`src/rtl/cache_ctrl_pkg.sv`:
```
// Shared types and constants for the burst cache controller.
//   state_t    : controller FSM states
//   word_bits  : WordSel width for a given line size, never below 1
//   POLICY_*   : encodings for the WRITE_BACK parameter
//   TIMER_W    : width of the per-beat wait-state counter
package cache_ctrl_pkg;

  typedef enum logic [2:0] {
    S_IDLE   = 3'd0,
    S_LOOKUP = 3'd1,
    S_EVICT  = 3'd2,
    S_REFILL = 3'd3,
    S_WMEM   = 3'd4,
    S_DONE   = 3'd5
  } state_t;

  localparam int unsigned POLICY_WT = 0;
  localparam int unsigned POLICY_WB = 1;
  localparam int unsigned TIMER_W   = 8;

  function automatic int unsigned word_bits(input int unsigned line_words);
    return (line_words <= 2) ? 1 : $clog2(line_words);
  endfunction

endpackage

```
`src/rtl/cache_ctrl_burst_beat_timer.sv`:
```
// Loadable down-counter that times one memory beat.
//   clk, reset   : clock, asynchronous active-low reset
//   load         : load load_val on the next edge
//   load_val     : wait-state count for the beat
//   done         : count has reached zero (final cycle of the beat)
module beat_timer
  import cache_ctrl_pkg::*;
(
  input  logic               clk,
  input  logic               reset,
  input  logic               load,
  input  logic [TIMER_W-1:0] load_val,
  output logic               done
);

  logic [TIMER_W-1:0] count_q, count_d;

  // Load wins; otherwise count down and park at zero.
  always_comb begin
    count_d = count_q;
    if (load) begin
      count_d = load_val;
    end else if (count_q != '0) begin
      count_d = count_q - TIMER_W'(1);
    end
  end

  always_ff @(posedge clk or negedge reset) begin
    if (!reset) begin
      count_q <= '0;
    end else begin
      count_q <= count_d;
    end
  end

  assign done = (count_q == '0);

endmodule

```
`src/rtl/cache_ctrl_burst.sv`:
```
// Direct-mapped cache controller with multi-word line refill, programmable
// memory wait states and selectable write-through / write-back policy.
//   CPU side   : Strobe, DRW in; DReady out
//   Tag lookup : M, V, D in (valid during LOOKUP)
//   Array      : W, WTag, SetDirty, ClrDirty, WSel, WordSel out
//   Memory     : MStrobe, MRW, RSel out
//   Status     : Busy out (state != IDLE)
// Outputs are decoded from registered state; only LOOKUP looks at M/V/D.
module cache_ctrl_burst
  import cache_ctrl_pkg::*;
#(
  parameter int unsigned WAIT_CYCLES = 4,
  parameter int unsigned LINE_WORDS  = 4,
  parameter int unsigned WRITE_BACK  = 0
) (
  input  logic                                clk,
  input  logic                                reset,
  input  logic                                Strobe,
  input  logic                                DRW,
  input  logic                                M,
  input  logic                                V,
  input  logic                                D,
  output logic                                DReady,
  output logic                                W,
  output logic                                WTag,
  output logic                                SetDirty,
  output logic                                ClrDirty,
  output logic                                MStrobe,
  output logic                                MRW,
  output logic                                RSel,
  output logic                                WSel,
  output logic [word_bits(LINE_WORDS)-1:0]    WordSel,
  output logic                                Busy
);

  localparam int unsigned        BEAT_W    = word_bits(LINE_WORDS);
  localparam logic [BEAT_W-1:0]  LAST_BEAT = BEAT_W'(LINE_WORDS - 1);
  localparam logic [TIMER_W-1:0] WAIT_VAL  = TIMER_W'(WAIT_CYCLES);
  localparam bit                 IS_WB     = (WRITE_BACK == POLICY_WB);

  state_t            state_q, state_d;
  logic [BEAT_W-1:0] beat_q, beat_d;
  logic              drw_q, drw_d;
  logic              start_q, start_d;
  logic              load_c;
  logic              beat_done;
  logic              hit;
  logic              last_beat;

  assign hit       = M & V;
  assign last_beat = (beat_q == LAST_BEAT);

  // Timer is loaded on the edge that enters a beat, so it already holds
  // WAIT_CYCLES in the beat's first cycle and reads zero in its last.
  beat_timer u_beat_timer (
    .clk      (clk),
    .reset    (reset),
    .load     (load_c),
    .load_val (WAIT_VAL),
    .done     (beat_done)
  );

  // Next-state, counter and output decode.
  always_comb begin
    state_d  = state_q;
    beat_d   = beat_q;
    drw_d    = drw_q;
    load_c   = 1'b0;
    DReady   = 1'b0;
    W        = 1'b0;
    WTag     = 1'b0;
    SetDirty = 1'b0;
    ClrDirty = 1'b0;
    MStrobe  = 1'b0;
    MRW      = 1'b0;
    RSel     = 1'b0;
    WSel     = 1'b0;
    WordSel  = '0;
    Busy     = (state_q != S_IDLE);

    case (state_q)
      S_IDLE: begin
        if (Strobe) begin
          drw_d   = DRW;
          state_d = S_LOOKUP;
        end
      end

      S_LOOKUP: begin
        if (!drw_q) begin
          DReady = hit;
          if (hit) begin
            state_d = S_IDLE;
          end else begin
            load_c  = 1'b1;
            beat_d  = '0;
            state_d = (IS_WB && V && D) ? S_EVICT : S_REFILL;
          end
        end else if (!IS_WB) begin
          // Write-through: update the array on a hit, always post to memory.
          W       = hit;
          load_c  = 1'b1;
          state_d = S_WMEM;
        end else if (hit) begin
          W        = 1'b1;
          SetDirty = 1'b1;
          DReady   = 1'b1;
          state_d  = S_IDLE;
        end else begin
          load_c  = 1'b1;
          beat_d  = '0;
          state_d = (V && D) ? S_EVICT : S_REFILL;
        end
      end

      S_EVICT: begin
        MStrobe = start_q;
        MRW     = 1'b1;
        RSel    = 1'b1;
        WordSel = beat_q;
        if (beat_done) begin
          load_c = 1'b1;
          if (last_beat) begin
            beat_d  = '0;
            state_d = S_REFILL;
          end else begin
            beat_d = beat_q + BEAT_W'(1);
          end
        end
      end

      S_REFILL: begin
        MStrobe = start_q;
        WordSel = beat_q;
        if (beat_done) begin
          W    = 1'b1;
          WSel = 1'b1;
          if (last_beat) begin
            WTag     = 1'b1;
            ClrDirty = 1'b1;
            beat_d   = '0;
            state_d  = S_DONE;
          end else begin
            load_c = 1'b1;
            beat_d = beat_q + BEAT_W'(1);
          end
        end
      end

      S_WMEM: begin
        MStrobe = start_q;
        MRW     = 1'b1;
        if (beat_done) begin
          state_d = S_DONE;
        end
      end

      S_DONE: begin
        DReady = 1'b1;
        // Write-back writes reach DONE only on a miss: merge CPU data now.
        if (IS_WB && drw_q) begin
          W        = 1'b1;
          SetDirty = 1'b1;
        end
        state_d = S_IDLE;
      end

      default: begin
        state_d = S_IDLE;
      end
    endcase

    start_d = load_c;
  end

  always_ff @(posedge clk or negedge reset) begin
    if (!reset) begin
      state_q <= S_IDLE;
      beat_q  <= '0;
      drw_q   <= 1'b0;
      start_q <= 1'b0;
    end else begin
      state_q <= state_d;
      beat_q  <= beat_d;
      drw_q   <= drw_d;
      start_q <= start_d;
    end
  end

endmodule

```
`config.mk`:
```
export PLATFORM = sky130hd
export DESIGN_NAME = cache_ctrl_burst
export DESIGN_NICKNAME = d
export VERILOG_FILES = /design/src/rtl/cache_ctrl_pkg.sv /design/src/rtl/cache_ctrl_burst_beat_timer.sv /design/src/rtl/cache_ctrl_burst.sv
export SDC_FILE = /design/constraint.sdc
export NUM_CORES = 1
export LEC_CHECK = 0
export CAP_MARGIN = 5
export CELL_PAD_IN_SITES_DETAIL_PLACEMENT = 0
export CELL_PAD_IN_SITES_GLOBAL_PLACEMENT = 1
export CORE_MARGIN = 2
export CORE_UTILIZATION = 35
export CTS_BUF_LIST = sky130_fd_sc_hd__clkbuf_4
export DETAILED_ROUTE_END_ITERATION = 8
export PLACE_DENSITY = 0.77
export SYNTH_ARGS = -nofsm -noshare
export SYNTH_HDL_FRONTEND = slang
export SYNTH_HIERARCHICAL = 1
export SYNTH_SLANG_ARGS = --single-unit
```
`constraint.sdc`:
```
create_clock -name clk -period 2.45 [get_ports clk]
set_input_delay 0.49 -clock clk [delete_from_list [all_inputs] [get_ports clk]]
set_output_delay 0.49 -clock clk [all_outputs]
set_load 0.01 [all_outputs]
```
# Yosys cells after proc, flatten, opt, wreduce, memory -nomap -nowiden
# Cells that the tools add are included.
# totals
output_inout_bits	12
regBits	15
input_bits	7
word_cells	69
# op_classes
muxes	34
n_eq_ne	15
addsub	2
reduce_logical	12
bitwise_logic	1
# ops
operator	n
2-to-1 mux 3 bit	7
2-to-1 mux 8 bit	2
inequality test 2 bit, second input constant	8
one-hot mux 3 bit (5 select lines)	1
2-to-1 mux 1 bit	14
2-to-1 mux 2 bit	6
zero test 8 bit	1
nonzero test 8 bit	1
subtractor 8 x 1 -> 8 bit, second input constant	1
== test 3 x 2 -> 1 bit, second input constant	2
== test 3 bit, second input constant	2
AND reduction 6 bit	1
one-hot mux 1 bit (2 select lines)	2
one-hot mux 2 bit (2 select lines)	1
AND reduction 4 bit	1
nonzero test 2 bit	2
OR reduction 2 bit	2
== test 3 x 1 -> 1 bit, second input constant	1
zero test 3 bit	1
one-hot mux 1 bit (3 select lines)	1
nonzero test 3 bit	1
OR reduction 3 bit	1
adder 2 x 1 -> 2 bit, second input constant	1
== test 2 bit, second input constant	1
other kinds (3)	3

# Depth between registers and ports, before layout
# Gate-level depths: netlist (run 1).
# logic_depth
depth_word	5
depth_mapped	10

# By module
# The synthesis (run 1) kept the hierarchy.
# by_module_without_submodules
mod	seq_area_each_um2	area_per_inst_um2	instances	cells_per_inst
cache_ctrl_burst	175.2	511.7	1	63
beat_timer	200.2	476.7	1	54

# Worst setup path before layout (run 1)
# No wires, ideal clock.
# synth_timing
path_kind	register to output
startpoint	register u_beat_timer.count_q[0]
endpoint	output WTag
path_stages_with_launch	9
setup_slack_ns	-0.164
n_path_buf	2
required_time_ns	1.960
arrival_ns	2.124
cell_sequence	dfrtp_1 > inv_1 > ha_1 > or3b_1 > clkbuf_2 > nor2_1 > and3_1 > and2_1 > buf_4
# synth_between
elab_chain_len	3
# synth_lines
element	line	text
start: declaration	cache_ctrl_burst_beat_timer.sv:16	logic [TIMER_W-1:0] count_q, count_d;
start signal: assignment	cache_ctrl_burst_beat_timer.sv:32	count_q <= count_d;
zero test 8 bit	cache_ctrl_burst_beat_timer.sv:36	assign done = (count_q == '0);
via beat_done	cache_ctrl_burst.sv:46	logic beat_done;
2-to-1 mux 1 bit (2 in a row)	--	
end: declaration	cache_ctrl_burst.sv:25	output logic WTag,
# The timed path passes the listed nets, and every way through them passes these cells.

# Worst setup path in the final report (run 1)
# layout_timing
startpoint	register u_beat_timer.count_q[1]
endpoint	output WTag
# layout_between
elab_chain_len	3
# layout_lines
element	line	text
zero test 8 bit	cache_ctrl_burst_beat_timer.sv:36	
via beat_done	cache_ctrl_burst.sv:46	
2-to-1 mux 1 bit	cache_ctrl_burst.sv:135	if (beat_done) begin
2-to-1 mux 1 bit	cache_ctrl_burst.sv:81	case (state_q)
# The timed path passes the listed nets, and every way through them passes these cells.

==> results.md, run 1 <==
- Largest family of logic cells by synthesized area: simple AND/OR/NAND/NOR gates
- Post-route ant nets: 0
- Die Span X: 57.14 µm
- H-tree Lvls: 1
- Detailed Route WL: 2276 µm
- Status: finished clean
- Clock Skews: 0.009479 ns
- CTS tree: yes
- Final nets: 167
- Finished Core Util: 0.5111
- Max IR drop VDD: 0.6842 mV
- First-pass GRT wire length: 3877 µm
- Worst min path class: reg -> reg
- Starting density of the core: 0.3647
- Type of origin of the critical path: flip-flop
- # diodes: 0
- Type of the worst setup path: reg -> out
- Vias in the first global route: 937
- Synthesized area: 988.4 µm²
- Drc violations: 0
- Final worst slack: 0.1191 ns
- Setup total negative slack: 0 ns
- Clock-pin slew on the worst setup and hold paths: 0.09 ns
- Critical Path Fanout Max: 3
- Max-cap violations: 0
- TritonRoute pass-1 iters: 4
- Yosys warning total: 6
- Compound-gate portion of the synthesized area: 0.2165
- Adder-Cell Fraction of Synth Area: 0.02532
- Final setup vio count: 0
- Final non-filler cell area: 0.001385 mm²
- Fin. Hold Viols: 0
- GRT Overall Usage: 0.1493
- Fraction of layout cells with a size suffix above 1: 0.2420
- Core Region: 0.002710 mm²
- Slew HR: 0.5369
- CTS max path bufs: 2
- Final Max Tran Viols: 0
- Average size of a mapped cell: 8.448 µm²
- F_max: 429.0 MHz
- Post-synth EDFFs: 0
- Ys flop type: dfrtp_1
- WP data arrival: 1.84 ns
- DR WL/cell: 12.11 µm
- Hold buffers post-CTS: 0
- Die height: 57.14 µm
- Critical Path End Type: output pin
- Sequential area share after synthesis: 0.3797
- Sink Count: 15
- Gp weighted congestion: 0.8257
- DR vias/cell: 5.064
- Die area: 0.003265 mm²
- Pleak: 0.5985 nW
- Placed Area: 0.001311 mm²
- Iter 0 DRT Violations: 15
- Asr flop ratio synth: 1.000
- Post-DP HPWL: 1787 µm
- Num CTS Buffers: 3
- Mapped Cells: 117
- Critical Path RT: 1.96 ns
- Post-place setup slack: -0.04485 ns
- Via count: 952
- Layout area overhead: 40.13%
- Xor/xnor cell area share of the yosys netlist: 0.008861
- Number of port buffers: 16
- CTS Root Cell: clkbuf_4
- Tcrit/Tclk final: 0.9514
- FF+latch count, synth: 15
- Io pins: 19
- Crit path time final: 2.331 ns
- RSZ-0062 raised after global routing: false
- PwrDens: 1101 mW/mm²
- Simple-gate share of the synthesized area: 0.2658
- Worst Tran Pin Value: 0.6925 ns
- Mux share of post-synthesis cell area: 0.03165
- Largest net degree at the start of global routing: 16
- Total congestion overflow: 0
- Clock Latency Late Sink: 0.28 ns
- Synth cell types: 44
- Initial antenna violation count: 0
- Row Count: 19
critical path: stages, from the launching register on:
cell and delay [ns]:
dfrtp_1 0.39, inv_1 0.09, ha_4 0.13, or3b_4 0.39, nor2_4 0.13, and3_4 0.19
and2_4 0.15, buf_6 0.09
synth_stat cells, drive strengths merged, types with 2 or more instances:
master	number	area, µm²
inv	5	18.77
nor2b	4	25.02
a21boi	2	15.01
nor3	3	15.01
nand2	14	52.55
or4	2	15.01
nand3	5	25.02
buf	4	31.27
o31ai	3	22.52
o22ai	3	18.77
conb	2	7.510
a21oi	6	30.03
and2	4	25.02
nor2	11	43.80
mux2i	2	20.02
a31oi	2	12.51
ha	2	25.02
a22o	2	17.52
o21ai	4	20.02
dfrtp	15	375.4
nor4	2	12.51
state kept, by name, summed over array words and instances, names as in the netlist:
register / count
beat_q: 2
drw_q: 1
start_q: 1
state_q: 3
u_beat_timer/count_q: 8
where the power goes:
part	switching (mW)	leakage (nW)	internal (mW)
registers	0.112	0.182	0.367
clock network	0.0779	0.0184	0.0742
logic	0.426	0.398	0.468
total	0.616	0.598	0.908
layer usage:
layer / global-route usage / wire [µm] / vias to the layer above
li1: - / - / 496
met1: 0.1721 / 965 / 445
met2: 0.2808 / 1229 / 11
met3: 0.02721 / 81 / 0
met4: 0.03987 / 0 / 0
met5: 0 / 0 / -
through the flow:
stage,instances,power (mW),hold WS (ns)
after detailed placement,183,1.326,0.5828
after floorplan,124,0.9753,0.1944
final,188,1.524,0.5939
after global routing,188,1.669,0.6289
after global placement,183,1.299,0.5773
after CTS,188,1.495,0.5965
final cells by class:
class                           instances  area (µm²)
Clock buffer                            4       30.03
Fill cell                             277        1325
Inverter                                5       18.77
Timing Repair Buffer                   35       295.3
Multi-Input combinational cell         98       626.9
Sequential cell                        15       375.4
Tap cell                               31       38.79
placed cells by master (no fill, tap or decap), types with 2 or more instances in the layout:
cell             synthesis  routed
buf_4                    2      19
nor2b_1                  4       4
a31oi_1                  2       2
nor3_1                   3       3
buf_6                    1       2
mux2i_1                  2       2
clkbuf_2                 1       2
dfrtp_1                 15      15
nand2_1                 14      14
conb_1                   2       9
a21boi_0                 2       2
nor4_1                   2       2
a21oi_1                  6       5
a22o_1                   2       2
clkbuf_4                 0       4
o21ai_0                  4       4
o31ai_1                  3       3
inv_1                    5       4
o22ai_1                  3       3
clkdlybuf4s50_1          0      12
and2_1                   4       3
nand3_1                  5       5
nor2_1                  10       9
timing repair:
item	4_1_cts	5_1_grt
resized for setup	14	12
pin swaps	1	1
endpoints found under the setup margin	5	9
buffers inserted	1	0
cell families (layout without fill, tap and decap cells):
family                     after synthesis  after routing
AOI/OAI and AO/OA                       31             31
xor gates and xnor gates                 1              1
adders and majority gates                2              2
buffers and inverters                   11             44
DFF                                     15             15
muxes                                    3              3
other                                    2              9
and+or+nand+nor                         52             52
path summary, 6_finish.rpt:
check | cells after the start | slack [ns] | end | from
setup / recovery | 7 | 0.12 | WTag | u_beat_timer/count_q[1]$_DFFE_PN0P_
hold / removal | 2 | 0.59 | beat_q[1]$_DFFE_PN0P_ | beat_q[1]$_DFFE_PN0P_
setup reg to reg | 10 | 0.19 | u_beat_timer/count_q[5]$_DFFE_PN0P_ | u_beat_timer/count_q[1]$_DFFE_PN0P_
hold reg to reg | 2 | 0.59 | beat_q[1]$_DFFE_PN0P_ | beat_q[1]$_DFFE_PN0P_
max in group asynchronous | 1 | 1.38 | u_beat_timer/count_q[6]$_DFFE_PN0P_ | reset
min in group asynchronous | 1 | 0.62 | drw_q$_DFFE_PN0P_ | reset
No activity file was read; power rests on OpenSTA's default activity.
==> run 2, diff against run 1 <==
--- a/config.mk
+++ b/config.mk
@@ -5,6 +5,7 @@
 export SDC_FILE = /design/constraint.sdc
 export NUM_CORES = 1
 export LEC_CHECK = 0
+export ABC_CLOCK_PERIOD_IN_PS = 2450
 export CAP_MARGIN = 5
 export CELL_PAD_IN_SITES_DETAIL_PLACEMENT = 0
 export CELL_PAD_IN_SITES_GLOBAL_PLACEMENT = 1
==> results of run 2 <==
Final layout, timing and power as in run 1 (identical DEF).
==> run 3, diff against run 2 <==
--- a/config.mk
+++ b/config.mk
@@ -14,6 +14,7 @@
 export CTS_BUF_LIST = sky130_fd_sc_hd__clkbuf_4
 export DETAILED_ROUTE_END_ITERATION = 8
 export PLACE_DENSITY = 0.77
+export REMOVE_ABC_BUFFERS = 1
 export SYNTH_ARGS = -nofsm -noshare
 export SYNTH_HDL_FRONTEND = slang
 export SYNTH_HIERARCHICAL = 1
==> results.md, run 3 (same netlist as run 1, synthesis figures left out) <==
- Status: finished clean (unchanged)
- Final Max Tran Viols: 0 (unchanged)
- Critical Path RT: 1.96 ns (about the same)
- Clock-pin slew on the worst setup and hold paths: 0.09 ns (about the same)
- GRT Overall Usage: 0.1471 (was 0.1493)
- Iter 0 DRT Violations: 25 (was 15)
- DR vias/cell: 5.111 (was 5.064)
- Fin. Hold Viols: 0 (unchanged)
- Slew HR: 0.5572 (was 0.5369)
- Largest net degree at the start of global routing: 16 (unchanged)
- Pleak: 0.6068 nW (was 0.5985 nW)
- Clock Skews: 0.0008872 ns (was 0.009479 ns)
- Max IR drop VDD: 0.6327 mV (was 0.6842 mV)
- Register with the most flip-flops: u_beat_timer/count_q (unchanged)
- Worst Tran Pin Value: 0.6622 ns (was 0.6925 ns)
- Delay-heaviest family, CP: simple AND/OR/NAND/NOR gates (unchanged)
- # diodes: 0 (unchanged)
- Gp weighted congestion: 0.8254 (was 0.8257)
- Crit path cell chain: inv_2 > ha_4 > or3b_4 > nor2_4 > buf_6 > and3_4 > and2_4 > buf_6 (was inv_1 > ha_4 > or3b_4 > nor2_4 > and3_4 > and2_4 > buf_6)
- Crit path time final: 2.401 ns (was 2.331 ns)
- Sink Count: 15 (unchanged)
- PwrDens: 1113 mW/mm² (was 1101 mW/mm²)
- Commonest cells after routing, fill and taps aside: buf_4 (20), nand2_1 (14), dfrtp_1 (14), clkdlybuf4s50_1 (12) (was buf_4 (19), dfrtp_1 (15), nand2_1 (14), clkdlybuf4s50_1 (12))
- Crit path largest cell delay: 0.41 ns (was 0.39 ns)
- Post-route ant nets: 0 (unchanged)
- TritonRoute pass-1 iters: 4 (unchanged)
- Register area: 376.6 µm² (was 375.4 µm²)
- Slowest cell on crit path: dfrtp_1 (unchanged)
- Detailed Route WL: 2383 µm (was 2276 µm)
- WP data arrival: 1.91 ns (was 1.84 ns)
- Worst reg2reg setup slack: 0.18 ns (was 0.19 ns)
- RSZ-0062 raised after global routing: true (was false)
- Drc violations: 0 (unchanged)
- Io pins: 19 (unchanged)
- Commonest non-fill, non-tap cell in the layout: buf_4 (unchanged)
- CP dominant cell by count: buf_6
- Vias in the first global route: 922 (was 937)
- Starting density of the core: 0.3647 (unchanged)
- Type of origin of the critical path: flip-flop (unchanged)
- Total congestion overflow: 0 (unchanged)
- Fraction of layout cells with a size suffix above 1: 0.2516 (was 0.2420)
- Largest register FFs: 8 (unchanged)
- DR WL/cell: 12.54 µm (was 12.11 µm)
- Multi-input gate area: 611.8 µm² (was 626.9 µm²)
- Clock Latency Late Sink: 0.27 ns (was 0.28 ns)
- Die area: 0.003265 mm² (unchanged)
- CTS tree: yes (unchanged)
- Final nets: 169 (was 167)
- Initial antenna violation count: 0 (unchanged)
- Row Count: 19 (unchanged)
- Via count: 971 (was 952)
- F_max: 416.4 MHz (was 429.0 MHz)
- Buffers & Inverters on Critical Path: 3 (was 2)
- Final setup vio count: 0 (unchanged)
- CTS Root Cell: clkbuf_4 (unchanged)
- Number of port buffers: 16 (unchanged)
- Die height: 57.14 µm (unchanged)
- Final non-filler cell area: 0.001390 mm² (was 0.001385 mm²)
- Post-DP HPWL: 1718 µm (was 1787 µm)
- H-tree Lvls: 1 (unchanged)
- Hold buffers post-CTS: 0 (unchanged)
- Max-cap violations: 0 (unchanged)
- Type of the worst setup path: reg -> out (unchanged)
- Fillers: 263 (was 277)
- Layout area overhead: 40.63% (was 40.13%)
- Worst min path class: reg -> reg (unchanged)
- Critical Path Fanout Max: 2 (was 3)
- First-pass GRT wire length: 3884 µm (was 3877 µm)
- Hold Slack: 0.5954 ns (was 0.5939 ns)
- Largest regs: u_beat_timer/count_q (8), state_q (3), beat_q (2) (unchanged)
- Core Region: 0.002710 mm² (unchanged)
- Placed Area: 0.001281 mm² (was 0.001311 mm²)
- Die Span X: 57.14 µm (unchanged)
- Critical Path End Type: output pin (unchanged)
- Tcrit/Tclk final: 0.9802 (was 0.9514)
- CTS max path bufs: 2 (unchanged)
- Num CTS Buffers: 3 (unchanged)
==> run 3: cell types whose count changed in the layout (fill, tap and decap cells not counted) <==
cell / before / now
a21oi_1: 5 / 6
a21oi_4: 1 / 0
buf_2: 0 / 1
buf_4: 19 / 20
buf_6: 2 / 3
clkbuf_2: 2 / 1
dfrtp_1: 15 / 14
dfrtp_2: 0 / 1
inv_1: 4 / 3
inv_2: 1 / 2
or4_1: 1 / 2
or4_4: 1 / 0
==> run 3: repair_timing <==
action,4_1_cts,5_1_grt
cloned,0,0
resized for setup,19,10
setup buffers,1,5
endpoints found under the setup margin,5,8
pin swaps,1,2
==> run 3: final cells by class <==
| cell class | instances | share of cell area |
|---|---|---|
| Sequential cell | 15 | 0.2709 |
| Tap cell | 31 | 0.02790 |
| Timing Repair Buffer | 37 | 0.2259 |
| Clock buffer | 4 | 0.02160 |
| Multi-Input combinational cell | 98 | 0.4401 |
| Inverter | 5 | 0.01350 |
==> run 3: layer usage <==
metal / routed length [µm] / GRT usage
met5: 0 / 0
met4: 30 / 0.03654
met3: 155 / 0.03628
met2: 1178 / 0.2660
met1: 1019 / 0.1746
==> run 3: through the flow <==
stage | worst slack, ns | cells | power [mW] | TNS (ns) | utilization
finish | 0.04851 | 190 | 1.548 | 0 | 0.5129
global route | -0.03081 | 190 | 1.683 | -0.07613 | 0.5129
CTS | 0.005909 | 185 | 1.469 | 0 | 0.4871
detailed placement | -0.09529 | 180 | 1.299 | -0.2534 | 0.4728
global placement | -0.04772 | 180 | 1.276 | -0.09451 | 0.4728
floorplan | -0.2972 | 118 | 0.9411 | -1.191 | -
==> run 3: worst register-to-register path: stages (launching register included) <==
cell,delay (ns)
dfrtp_1,0.41
inv_2,0.08
ha_4,0.12
or3b_4,0.39
nor2_4,0.13
buf_4,0.12
buf_4,0.15
nand3_1,0.08
a21oi_1,0.15
buf_4,0.14
buf_4,0.15
nor2_1,0.05
nand4_1,0.08
nand3_1,0.08
==> run 3: final timing paths <==
check                                                    start                                   to  cells after the start
setup / recovery           u_beat_timer/count_q[0]$_DFFE_PN0P_                                 WTag                      8
hold reg to reg                          beat_q[1]$_DFFE_PN0P_                beat_q[1]$_DFFE_PN0P_                      2
min in group asynchronous                                reset                    drw_q$_DFFE_PN0P_                      1
hold / removal                           beat_q[1]$_DFFE_PN0P_                beat_q[1]$_DFFE_PN0P_                      2
max in group asynchronous                                reset               state_q[1]$_DFFE_PN0P_                      1
setup reg to reg           u_beat_timer/count_q[0]$_DFFE_PN0P_  u_beat_timer/count_q[6]$_DFFE_PN0P_                     13
==> run 3: power breakdown <==
part	total, mW	internal, mW	switching [mW]
logic	0.914	0.484	0.430
clock network	0.148	0.0740	0.0738
registers	0.486	0.368	0.118
total	1.55	0.926	0.622
